[config.mk]
export PLATFORM = sky130hd
export DESIGN_NAME = video_stream_out
export DESIGN_NICKNAME = d
export VERILOG_FILES = /design/src/rtl/video_stream_out.sv
export SDC_FILE = /design/constraint.sdc
export NUM_CORES = 1
export LEC_CHECK = 0
export CORE_MARGIN = 2
export CORE_UTILIZATION = 56
export DETAILED_ROUTE_END_ITERATION = 10
export GPL_ROUTABILITY_DRIVEN = 0
export PLACE_DENSITY = 0.74
export SLEW_MARGIN = 20
export SYNTH_ARGS = -nofsm -noshare
export SYNTH_HDL_FRONTEND = slang
export SYNTH_SLANG_ARGS = --single-unit
[constraint.sdc]
create_clock -name rgb_clk -period 11.4 [get_ports rgb_clk]
set_input_delay 3.42 -clock rgb_clk [delete_from_list [all_inputs] [get_ports rgb_clk]]
set_output_delay 3.42 -clock rgb_clk [all_outputs]
set_load 0.005 [all_outputs]
[src/rtl/video_stream_out.sv]
// video_stream_out: fixed raster timing generator fed from a small pixel FIFO, frame-aligned on in_sof.
// Optional `define VIDEO_STREAM_OUT_SKIP_EN flags zeroed active pixels on skip instead of plain black.
module video_stream_out #(
   parameter int unsigned H_TOTAL     = 740,
   parameter int unsigned V_TOTAL     = 500,
   parameter int unsigned HS_POS      = 50,
   parameter int unsigned VS_LINE     = 50,
   parameter int unsigned H_ACT_START = 100,
   parameter int unsigned H_ACT       = 400,
   parameter int unsigned V_ACT_START = 100,
   parameter int unsigned V_ACT       = 360,
   parameter int unsigned FIFO_DEPTH  = 16
) (
   input  logic        rgb_clk,
   input  logic        reset,
   input  logic [23:0] in_rgb,
   input  logic        in_sof,
   input  logic        in_valid,
   output logic        in_ready,
   output logic [23:0] rgb,
   output logic        de,
   output logic        skip,
   output logic        vs,
   output logic        hs,
   output logic        underflow,
   output logic        resync
);

   localparam int unsigned HW = $clog2(H_TOTAL);
   localparam int unsigned VW = $clog2(V_TOTAL);
   localparam int unsigned AW = $clog2(FIFO_DEPTH);

   localparam logic [0:0] WAIT_SOF = 1'b0;
   localparam logic [0:0] RUN      = 1'b1;

   // ---------------- raster counters ----------------
   logic [HW-1:0] hcount;
   logic [VW-1:0] vcount;
   logic [31:0]   h_ext;
   logic [31:0]   v_ext;
   logic          h_wrap;
   logic          v_wrap;

   assign h_ext  = 32'(hcount);
   assign v_ext  = 32'(vcount);
   assign h_wrap = (h_ext == H_TOTAL - 1);
   assign v_wrap = (v_ext == V_TOTAL - 1);

   always_ff @(posedge rgb_clk or posedge reset) begin
      if (reset) begin
         hcount <= '0;
         vcount <= '0;
      end else if (h_wrap) begin
         hcount <= '0;
         if (v_wrap)
            vcount <= '0;
         else
            vcount <= vcount + VW'(1);
      end else begin
         hcount <= hcount + HW'(1);
      end
   end

   logic hs_r;
   logic vs_r;
   logic act;
   logic pre_first;
   logic first_pix;

   assign hs_r = (h_ext == HS_POS);
   assign vs_r = (v_ext == VS_LINE) && (hcount == '0);
   assign act  = (h_ext >= H_ACT_START) && (h_ext < H_ACT_START + H_ACT) &&
                 (v_ext >= V_ACT_START) && (v_ext < V_ACT_START + V_ACT);
   assign pre_first = (h_ext == H_ACT_START - 1) && (v_ext == V_ACT_START);
   assign first_pix = (h_ext == H_ACT_START) && (v_ext == V_ACT_START);

   // ---------------- pixel FIFO {sof, rgb} ----------------
   logic [24:0] mem [FIFO_DEPTH];
   logic [AW:0] wr_ptr;
   logic [AW:0] rd_ptr;
   logic        full;
   logic        empty;
   logic        push;
   logic        pop;
   logic [24:0] head;
   logic        head_sof;
   logic [23:0] head_rgb;

   assign empty    = (wr_ptr == rd_ptr);
   assign full     = (wr_ptr[AW] != rd_ptr[AW]) && (wr_ptr[AW-1:0] == rd_ptr[AW-1:0]);
   assign in_ready = ~full;
   assign push     = in_valid && ~full;
   assign head     = mem[rd_ptr[AW-1:0]];
   assign head_sof = head[24];
   assign head_rgb = head[23:0];

   always_ff @(posedge rgb_clk) begin
      if (push)
         mem[wr_ptr[AW-1:0]] <= {in_sof, in_rgb};
   end

   always_ff @(posedge rgb_clk or posedge reset) begin
      if (reset) begin
         wr_ptr <= '0;
         rd_ptr <= '0;
      end else begin
         if (push)
            wr_ptr <= wr_ptr + (AW+1)'(1);
         if (pop)
            rd_ptr <= rd_ptr + (AW+1)'(1);
      end
   end

   // ---------------- alignment FSM ----------------
   logic [0:0] state;
   logic [0:0] state_d;
   logic       emit;
   logic       uf_set;
   logic       rs_set;

   always_comb begin
      state_d = state;
      pop     = 1'b0;
      emit    = 1'b0;
      uf_set  = 1'b0;
      rs_set  = 1'b0;
      case (state)
         WAIT_SOF: begin
            // Non-sof entries are flushed; a sof entry is held until the next frame start.
            if (!empty && !head_sof)
               pop = 1'b1;
            if (pre_first && !empty && head_sof)
               state_d = RUN;
         end
         RUN: begin
            if (act) begin
               if (empty) begin
                  uf_set  = 1'b1;
                  state_d = WAIT_SOF;
               end else if (head_sof && !first_pix) begin
                  // Leave the early sof at the head so it aligns the next frame.
                  rs_set  = 1'b1;
                  state_d = WAIT_SOF;
               end else begin
                  pop  = 1'b1;
                  emit = 1'b1;
               end
            end
         end
         default: state_d = WAIT_SOF;
      endcase
   end

`ifdef VIDEO_STREAM_OUT_SKIP_EN
   logic skip_d;
   assign skip_d = act && !emit;
`else
   logic skip_d;
   assign skip_d = 1'b0;
`endif

   always_ff @(posedge rgb_clk or posedge reset) begin
      if (reset) begin
         state     <= WAIT_SOF;
         rgb       <= '0;
         de        <= 1'b0;
         skip      <= 1'b0;
         vs        <= 1'b0;
         hs        <= 1'b0;
         underflow <= 1'b0;
         resync    <= 1'b0;
      end else begin
         state     <= state_d;
         rgb       <= emit ? head_rgb : '0;
         de        <= act;
         skip      <= skip_d;
         vs        <= vs_r;
         hs        <= hs_r;
         underflow <= underflow | uf_set;
         resync    <= resync | rs_set;
      end
   end

endmodule

==> metrics.txt <==
# TYPE chip_impl_metric gauge
chip_impl_metric{name="max_freq",unit="GHz"} 0.166
chip_impl_metric{name="drt_wl_total",unit="mm"} 34.6
chip_impl_metric{name="vias_per_cell",unit=""} 6.17
chip_impl_metric{name="mappedNetlistArea",unit="sq mm"} 0.0179
chip_impl_metric{name="post_cts_setup_driven_buffer_insertion_count",unit=""} 0
chip_impl_metric{name="first_global_vias",unit=""} 9050
chip_impl_metric{name="core_area",unit="sq mm"} 0.0315
chip_impl_info{name="timing.hold.worst.class",value="reg2reg"} 1
chip_impl_metric{name="area_delta_synth_final",unit="%"} 14.0
chip_impl_metric{name="port_buffers",unit=""} 57
chip_impl_metric{name="grt_remaining_overflow",unit=""} 0
chip_impl_metric{name="combinationalPowerShare",unit=""} 0.232
chip_impl_metric{name="postSynthAreaPerCell",unit="sq um"} 20.2
chip_impl_info{name="timing.critical_path.to_type",value="primary output"} 1
chip_impl_metric{name="critPathArrivalTime",unit="ns"} 2.59
chip_impl_metric{name="routed_wirelength_normalized_by_instance_count",unit="microns"} 24.9
chip_impl_metric{name="cts_inserted_buffers",unit=""} 45
chip_impl_metric{name="clk_transition_reported_paths",unit="ns"} 0.06
chip_impl_metric{name="worstSkewPairLatency",unit="ns"} 0.56
chip_impl_metric{name="finalCritPeriodShare",unit=""} 0.527
chip_impl_metric{name="final-setup-viol-count",unit=""} 0
chip_impl_metric{name="worst_clock_skew",unit="ns"} 0.0275
chip_impl_metric{name="route.antenna.remaining_nets",unit=""} 0
chip_impl_info{name="synth_flop_cell",value="sky130_fd_sc_hd__edfxtp_1"} 1
chip_impl_metric{name="grt_start_max_net_pins",unit=""} 60
chip_impl_metric{name="power_leakage",unit="nW"} 6.74
chip_impl_metric{name="post_place_setup_slack",unit="ns"} 5.51
chip_impl_metric{name="fraction_of_the_mapped_netlist_area_in_compound_gates",unit=""} 0.0335
chip_impl_metric{name="die_h",unit="microns"} 183
chip_impl_metric{name="asyncSetResetFlopFracSynth",unit=""} 0.129
chip_impl_info{name="cpMaxStageDelayCell",value="sky130_fd_sc_hd__buf_4"} 1
chip_impl_metric{name="layout.nets",unit=""} 991
chip_impl_metric{name="timing_worst_slew_pin_value",unit="ns"} 1.08
chip_impl_metric{name="synthAdderAreaFrac",unit=""} 0.00769
chip_impl_metric{name="drt_pass1_iterations",unit=""} 5
chip_impl_metric{name="r2r_setup_slack",unit="ns"} 7.73
chip_impl_metric{name="slew_violations",unit=""} 0
chip_impl_metric{name="p_switching",unit="W"} 0.00131
chip_impl_info{name="tritoncts",value="done"} 1
chip_impl_metric{name="grt_first_pass_wirelength",unit="mm"} 53.7
chip_impl_metric{name="share_of_layout_cells_above_drive_strength_1",unit=""} 0.202
chip_impl_metric{name="largest_stage_delay_on_the_critical_path",unit="ns"} 0.55
chip_impl_metric{name="via_count",unit=""} 8571
chip_impl_metric{name="dp_hpwl",unit="mm"} 18.5
chip_impl_metric{name="pwr-share-seq",unit=""} 0.459
chip_impl_metric{name="clock_sink_count",unit=""} 459
chip_impl_metric{name="number_of_antenna_violations_at_the_first_check_in_global_routing",unit=""} 0
chip_impl_metric{name="ys_seq_area_frac",unit=""} 0.754
chip_impl_metric{name="slew_headroom",unit=""} 0.280
chip_impl_metric{name="synthCells",unit=""} 887
chip_impl_info{name="worst_setup_path_start_kind",value="register"} 1
chip_impl_info{name="cp_cell_sequence",value="buf_4, xor2_1, nor4_1, nand2_1, clkdlybuf4s50_1"} 1
chip_impl_metric{name="timing.max_cap.violations",unit=""} 0
chip_impl_metric{name="cts-htree-levels",unit=""} 2
chip_impl_metric{name="cell_rows",unit=""} 65
chip_impl_metric{name="route.detailed.drc",unit=""} 0
chip_impl_info{name="timing.setup.critical_path_class",value="reg2out"} 1
chip_impl_metric{name="grt_util_all_layers",unit=""} 0.215
chip_impl_metric{name="clkPwrFrac",unit=""} 0.309
chip_impl_metric{name="initial_core_util",unit=""} 0.569
chip_impl_metric{name="ctsResizeCount",unit=""} 0
chip_impl_metric{name="pwr_density_cell",unit="mW/mm^2"} 228
chip_impl_metric{name="hold_buffers",unit=""} 0
chip_impl_metric{name="vdd_ir_drop_max",unit="mV"} 0.143
chip_impl_metric{name="post_layout_min_period",unit="ns"} 6.01
chip_impl_metric{name="mux_cell_area_share_after_synthesis",unit=""} 0.141
chip_impl_info{name="crit_start",value="rd_ptr[3]$_DFFE_PP0P_"} 1
chip_impl_metric{name="worst_r2r_path_depth",unit=""} 6
chip_impl_metric{name="hold_violations",unit=""} 0
chip_impl_info{name="clock-root-buffer",value="sky130_fd_sc_hd__clkbuf_16"} 1
chip_impl_metric{name="fin_util",unit=""} 0.648
chip_impl_metric{name="internal_power",unit="W"} 0.00334
chip_impl_metric{name="synth_seq_cells",unit=""} 459
chip_impl_metric{name="antenna_cells",unit=""} 0
chip_impl_info{name="outcome",value="finished, final reports clean"} 1
chip_impl_info{name="r2r-start",value="rd_ptr[0]$_DFFE_PP0P_"} 1
chip_impl_metric{name="synthDistinctLibCells",unit=""} 57
chip_impl_metric{name="yosysWarnings",unit=""} 0
chip_impl_info{name="timing.hold.worst.start",value="underflow$_DFF_PP0_"} 1
chip_impl_metric{name="first_iter_violations",unit=""} 706
chip_impl_metric{name="floorplan.die_area",unit="sq mm"} 0.0334
chip_impl_metric{name="power_switching_share",unit=""} 0.282
chip_impl_info{name="crit_path_end",value="in_ready"} 1
chip_impl_metric{name="setup_tns",unit="ns"} 0
chip_impl_info{name="grt_setup_unrepaired",value="false"} 1
chip_impl_metric{name="synth_xor_area_frac",unit=""} 0.0113
chip_impl_metric{name="clock_tree.buffer_depth",unit=""} 3
chip_impl_metric{name="synth_nets",unit=""} 926
chip_impl_metric{name="setup_ws",unit="ns"} 5.39
chip_impl_metric{name="design.portCount",unit=""} 59
chip_impl_metric{name="fillerInstances",unit=""} 2035
chip_impl_metric{name="required",unit="ns"} 7.98
chip_impl_info{name="critical_path.reg2reg.endpoint",value="rgb[17]$_DFF_PP0_"} 1
chip_impl_metric{name="timing.critical_path.fanout_max",unit=""} 54
chip_impl_metric{name="dieWidth",unit="microns"} 183
chip_impl_metric{name="synth_simple_gate_area_share",unit=""} 0.0379
chip_impl_info{name="main_combinational_cell_family_by_area_after_synthesis",value="multiplexers"} 1
chip_impl_metric{name="synth_edf_count",unit=""} 400
[cells by family after synthesis]
| kind of cell | count (synthesis) |
|---|---|
| compound gates | 80 |
| xor+xnor | 23 |
| fa+ha+maj | 11 |
| buf+inv | 63 |
| flops | 459 |
| mux | 127 |
| other cells | 1 |
| simple gates | 123 |
[registers in the layout, summed over array words and instances, names as in the netlist]
signal,cells
state,1
rd_ptr,5
vcount,9
vs,1
resync,1
rgb,24
wr_ptr,5
mem,400
de,1
underflow,1
hcount,10
hs,1
[layout make-up]
type | count | area (sq um) | area share
clock inverter | 16 | 171 | 0.00840
multi-input combinational | 365 | 4240 | 0.208
inverter | 12 | 45.0 | 0.00221
tap | 402 | 503 | 0.0247
clock buffer | 67 | 1280 | 0.0627
sequential | 459 | 13500 | 0.662
timing repair buffer | 69 | 661 | 0.0324
[per-layer routing]
layer / wire length [microns] / vias up / GRT usage
met5: 0 / - / 0
met4: 665 / 0 / 0.0577
met3: 1810 / 59 / 0.0361
met2: 17400 / 239 / 0.354
met1: 14700 / 4530 / 0.304
li1: - / 3743 / -
[worst min path at each step]
stage / end / depth (start not counted)
floorplan: underflow$_DFF_PP0_ / 1
global placement: underflow$_DFF_PP0_ / 1
detailed placement: underflow$_DFF_PP0_ / 1
CTS: underflow$_DFF_PP0_ / 1
global route: underflow$_DFF_PP0_ / 1
finish: underflow$_DFF_PP0_ / 1
[worst max-delay path: cells and delay by family (launching register included)]
kind | cells | cell delay [ns]
XOR/XNOR | 1 | 0.15
buffers and inverters | 2 | 1.01
flip-flops | 1 | 0.34
AND/OR/NAND/NOR | 2 | 0.55
[stage by stage]
| step | cell area [sq um] | std cells | total power [W] | hold WS, ns |
|---|---|---|---|---|
| after floorplan | 17900 | 887 | 0.00295 | 0.451 |
| after global placement | 19000 | 1307 | 0.00323 | 0.447 |
| after detailed placement | 19000 | 1307 | 0.00325 | 0.451 |
| after CTS | 20400 | 1390 | 0.00469 | 0.463 |
| after global routing | 20400 | 1390 | 0.00484 | 0.501 |
| final | 20400 | 1390 | 0.00465 | 0.455 |
[power groups by stage]
stage	clock [W]	sequential (W)	combinational, W
after CTS	0.00146	0.00214	0.00109
after global routing	0.00152	0.00215	0.00117
final	0.00144	0.00213	0.00108
after floorplan	0	0.00206	0.000885
after detailed placement	0	0.00217	0.00108
after global placement	0	0.00216	0.00107
[cell usage after synthesis (all sizes together), types with 2 or more instances]
| cell | count | share of area |
|---|---|---|
| nand4b | 2 | 0.00098 |
| and2 | 2 | 0.00070 |
| nor2b | 27 | 0.0094 |
| nor4 | 4 | 0.0014 |
| mux4 | 99 | 0.13 |
| clkbuf | 32 | 0.0067 |
| nor2 | 26 | 0.0055 |
| a31oi | 5 | 0.0017 |
| dfrtp | 59 | 0.083 |
| a211oi | 48 | 0.020 |
| mux2 | 2 | 0.0013 |
| nor3 | 7 | 0.0020 |
| ha | 11 | 0.0077 |
| nand4 | 9 | 0.0031 |
| nand2b | 4 | 0.0014 |
| nand3 | 9 | 0.0025 |
| mux2i | 26 | 0.015 |
| inv | 12 | 0.0025 |
| nand2 | 16 | 0.0035 |
| and3 | 5 | 0.0017 |
| a21oi | 4 | 0.0015 |
| o31ai | 2 | 0.00084 |
| and4b | 2 | 0.0011 |
| o21ai | 9 | 0.0025 |
| xor2 | 11 | 0.0054 |
| or3 | 3 | 0.0013 |
| edfxtp | 400 | 0.67 |
| buf | 19 | 0.0056 |
| xnor2 | 12 | 0.0059 |
[placed cells by master, fill, tap and decap left out, types with 15 or more instances in the layout]
master                              n
sky130_fd_sc_hd__a211oi_1          48
sky130_fd_sc_hd__clkbuf_1          15
sky130_fd_sc_hd__clkbuf_16         45
sky130_fd_sc_hd__clkdlybuf4s50_1   57
sky130_fd_sc_hd__dfrtp_1           55
sky130_fd_sc_hd__edfxtp_1         400
sky130_fd_sc_hd__mux2i_1           26
sky130_fd_sc_hd__mux4_2            97
sky130_fd_sc_hd__nand2_1           15
sky130_fd_sc_hd__nor2_1            15
sky130_fd_sc_hd__nor2b_1           27
Note: power is estimated with default switching activity, not from simulation.
==> edit 1, RTL diff (same flow settings) <==
Make the reset (`reset`) synchronous in 3 clocked blocks.
--- a/src/rtl/video_stream_out.sv
+++ b/src/rtl/video_stream_out.sv
@@ -47,5 +47,5 @@
    assign v_wrap = (v_ext == V_TOTAL - 1);
 
-   always_ff @(posedge rgb_clk or posedge reset) begin
+   always_ff @(posedge rgb_clk) begin
       if (reset) begin
          hcount <= '0;
@@ -100,5 +100,5 @@
    end
 
-   always_ff @(posedge rgb_clk or posedge reset) begin
+   always_ff @(posedge rgb_clk) begin
       if (reset) begin
          wr_ptr <= '0;
@@ -160,5 +160,5 @@
 `endif
 
-   always_ff @(posedge rgb_clk or posedge reset) begin
+   always_ff @(posedge rgb_clk) begin
       if (reset) begin
          state     <= WAIT_SOF;
Function: same outputs for any inputs over 4 cycles, from zero or initial values and one cycle with reset high; that may be too few to reach the edited logic, so the function may still have changed.
==> edit 1 against the original RTL <==
Sequential cell count is 4 higher. Count of clock-buffer cells in the layout is 4 lower. Die area is 1.3% lower. Synthesized cell count is 4.1% lower. Wire length is 1.4% lower. Clock skew is 0.0095 ns lower. Worst setup slack better by 0.31 ns. Area after synthesis is 1.3% lower. Cell area is 1.0% lower. First-iteration DRC count is 2.7% lower.
Power is not compared: it rests on default switching activity, and its combinational part moved more than twofold at a synthesized area within 25%.
==> edit 1: results (changes against the original RTL) <==
- The flow ran to the end, and the final reports show no timing, DRC or antenna violations.
- The relative area of clock buffers and inverters in the final design is 7.09% (-0.019 points).
- The cell area after placement is 18,800 µm² (-1.0%).
- The total track usage is 21.4% (-0.10 points).
- The flop-to-flop setup slack is 8.07 ns (+0.34 ns).
- The per-cell via count in the routed design was 6.07 (-1.5%).
- The sequential element share of the synthesized area was 75.2% (-0.22 points).
- The launch point of the critical path is wr_ptr[2].
- The multi-input logic cell count is 337 (-7.7%).
- The share of flip-flops with an asynchronous set or reset after synthesis is 0% (-13 points).
- The layout overhead on the synthesized area is 14.3%.
- The pre-CTS setup slack was 5.14 ns (-0.376 ns).
- The tightest slew margin relative to the limit is 29.7% (+1.7 points).
- The share of the synthesized area in compound gates (AO/OA/AOI/OAI) came to 1.13% (-2.2 points).
- The non-clock inverter instance count of the final layout was 11 (-1).
- The worst hold margin was 0.463 ns (+0.00770 ns).
- The detailed router's first-iteration violation count is 687 (-2.7%).
- The average size of a mapped cell is 20.8 µm² (+2.9%).
- The share of synthesized area spent on multiplexers is 15.9% (+1.8 points).
- The worst reg-to-reg path cell count was 5 (-1).
- The worst min-delay path startpoint is hcount[0].
- Sorting the synthesized cells by area gives the leading types as sky130_fd_sc_hd__edfxtp_1 68%, sky130_fd_sc_hd__mux4_2 16%, sky130_fd_sc_hd__dfxtp_1 7.1%.
- The relative area of non-clock buffer cells in the final design came to 3.25% (+0.015 points).
- The via count of the routed design is 8,293 (-3.2%).
- The maximum number of pins on one net before global-route repair is 62 (+3.3%).
- The number of cells after detailed placement was 1,281 (-2.0%).
- The highest fanout seen on the critical path is 11 (-80%).
- The fraction of layout instances using a drive strength above 1 is 23.4% (+3.2 points).
- The total of fill cells in the finished design was 2,034 (-0.049%).
- The post-detailed-placement half-perimeter wirelength came to 18,400 µm (-0.62%).
- The register fraction of the total cell area is 65.8% (-0.40 points).
- The xor/xnor share of the synthesized area is 1.14% (+0.015 points).
- The largest clock skew in the final design is 0.0180 ns (-0.00948 ns).
- The number of global-route vias before repair was 8,618 (-4.8%).
-- edit 1: cell count changes in the layout (fill, tap and decap cells not counted), sizes merged, moves of 5 or more --
cell	unedited run	this run
dfrtp	59	0
clkinv	10	15
mux2i	26	1
a211oi	48	1
nor2	26	50
dfxtp	0	63
mux4	99	124
o21ai	9	2
-- edit 1: layer usage --
layer	track usage, %	routed length [µm]	up-vias
met1	29.2	13900	4360
met5	0	0	-
met3	2.97	1850	47
met2	37.1	17800	268
met4	4.81	582	0
li1	-	-	3618
-- edit 1: worst max-delay path: stages, from the launching register on --
cell                              delay, ns
sky130_fd_sc_hd__dfxtp_1               0.63
sky130_fd_sc_hd__xor2_1                0.18
sky130_fd_sc_hd__nor4_4                0.37
sky130_fd_sc_hd__nand2_1               0.11
sky130_fd_sc_hd__clkdlybuf4s50_1       0.45
==> edit 2, RTL diff (config.mk and constraints unchanged) <==
Without the edit above. Add a define of `VIDEO_STREAM_OUT_SKIP_EN`.
--- a/src/rtl/video_stream_out.sv
+++ b/src/rtl/video_stream_out.sv
@@ -1,4 +1,6 @@
 // video_stream_out: fixed raster timing generator fed from a small pixel FIFO, frame-aligned on in_sof.
 // Optional `define VIDEO_STREAM_OUT_SKIP_EN flags zeroed active pixels on skip instead of plain black.
+`define VIDEO_STREAM_OUT_SKIP_EN
+
 module video_stream_out #(
    parameter int unsigned H_TOTAL     = 740,
Check against the original RTL: no difference found for any inputs over 10 cycles, from zero or initial values and one cycle with reset high; that may be too few to reach the edited logic, so the function may still have changed.
==> edit 2 against the original RTL <==
Via count decreased by 0.32%. Final cell count increased by 0.29%. Utilization increased by 0.46 points. Wire length increased by 2.2%. Area after synthesis increased by 0.52%. Clock skew increased by 0.0022 ns. Non-clock buffer count unchanged. Sequential cell count increased by 1. Worst setup slack improved by 0.010 ns. Power increased by 3.4%. Synthesized cell count increased by 0.34%. Global-route usage increased by 0.29 points. Clock power increased by 7%. Cell area increased by 0.97%.
==> edit 2: results (changes against the original RTL) <==
- The net switching power figure is 1.37 mW (+4.7%).
- The met3 routing resource usage after global routing was 3.99% (+0.38 points).
- The number of global-route vias before repair was 8,832 (-2.4%).
- By area the synthesized netlist is led by sky130_fd_sc_hd__edfxtp_1 67%, sky130_fd_sc_hd__mux4_2 12%, sky130_fd_sc_hd__dfrtp_1 8.3%.
- The worst hold margin was 0.475 ns (+0.0196 ns).
- The count of different cell masters after synthesis came to 50 (-12%).
- The per-cell via count in the routed design came to 6.13 (-0.60%).
- The met1 layer usage reported by global route is 32.3% (+1.9 points).
- The tightest slew margin relative to the limit is 29.5% (+1.5 points).
- The total number of yosys warnings is 0 (unchanged).
- The first-pass iteration count of the detailed router is 4 (-1).
- Sorting the synthesized cells by how often they occur yields 400 x sky130_fd_sc_hd__edfxtp_1, 99 x sky130_fd_sc_hd__mux4_2, 60 x sky130_fd_sc_hd__dfrtp_1, 35 x sky130_fd_sc_hd__clkbuf_1, 29 x sky130_fd_sc_hd__nor2_1.
- The total of fill cells in the finished design came to 2,042 (+0.34%).
- The maximum number of pins on one net before global-route repair is 71 (+18%).
- The worst reg-to-reg path cell count is 7 (+1).
- The flop-to-flop setup slack is 7.31 ns (-0.42 ns).
- The total track usage is 21.8% (+0.29 points).
- The met2 capacity usage during global routing is 34.1% (-1.3 points).
- The number of nets in the layout is 993 (+0.20%).
- The routed wire length is 35,300 µm (+2.2%).
- The detailed router's first-iteration violation count was 863 (+22%).
- The fraction of layout instances using a drive strength above 1 came to 23.5% (+3.2 points).
- The first-pass GRT wire length is 53,600 µm (-0.15%).
- The worst path arrival time is 2.58 ns (about the same).
- The total met3 wirelength after detailed routing is 2470 µm (+36%).
- The number of nets in the synthesized netlist came to 929 (+0.32%).
- The end of the worst register-to-register path is rd_ptr[1].
- The sequential element share of the synthesized area is 75.1% (-0.25 points).
- The critical register-to-register path startpoint is rd_ptr[1].
- The number of port buffers is 58 (+1.8%).
- The share of flip-flops with an asynchronous set or reset after synthesis is 13.0% (+0.19 points).
- The run finished with clean final reports.
- The largest clock skew in the final design came to 0.0297 ns (+0.00221 ns).
- The routed length on met2 is 17,100 µm (-1.5%).
- The static leakage came to 6.84 nW (+1.5%).
- The maximum vdd ir drop came to 196 µV (+37%).
- The post-detailed-placement half-perimeter wirelength is 19,900 µm (+7.6%).
- The number of clock buffers inserted by TritonCTS is 46 (+2.2%).
[edit 2: metrics by stage]
stage	util [%]	setup slack [ns]	std cells	instance area, µm²
2_1_floorplan	-	5.28	890	18000
5_1_grt	65.3	5.19	1394	20600
4_1_cts	65.3	5.35	1394	20600
6_report	65.3	5.40	1394	20600
3_3_place_gp	60.3	5.67	1308	19000
3_5_place_dp	60.3	5.63	1308	19000
[edit 2: how the worst max path moves through the flow]
stage	startpoint	end	slack, ns
6_report	rd_ptr[3]	in_ready	5.40
5_1_grt	rd_ptr[3]	in_ready	5.19
4_1_cts	rd_ptr[3]	in_ready	5.35
3_5_place_dp	in_valid	mem[13][3]	5.63
3_3_place_gp	in_valid	mem[4][10]	5.67
2_1_floorplan	in_valid	mem[3][0]	5.28
[edit 2: logic make-up after synthesis]
kind of cell,count (synthesis),share of synthesized area [%]
DFF,460,75.1
adders and majority gates,11,0.765
buffers and inverters,64,1.52
xor gates and xnor gates,22,1.07
and+or+nand+nor,125,3.71
AOI/OAI and AO/OA,80,3.76
muxes,128,14.0
[edit 2: final cells by class]
cell class	instances	area (µm²)	share of cell area, %
Clock buffer	49	1160	5.64
Clock inverter	37	397	1.93
Sequential cell	460	13500	65.7
Multi-Input combinational cell	366	4310	20.9
Tap cell	402	503	2.44
Timing Repair Buffer	69	663	3.22
Inverter	11	41.3	0.200
[edit 2: power by group through the flow]
stage               clock network [mW]  registers (mW)  logic, mW
finish                            1.54            2.13       1.14
global route                      1.64            2.14       1.22
CTS                               1.57            2.13       1.15
detailed placement                   0            2.16       1.14
global placement                     0            2.15       1.13
floorplan                            0            2.06      0.901
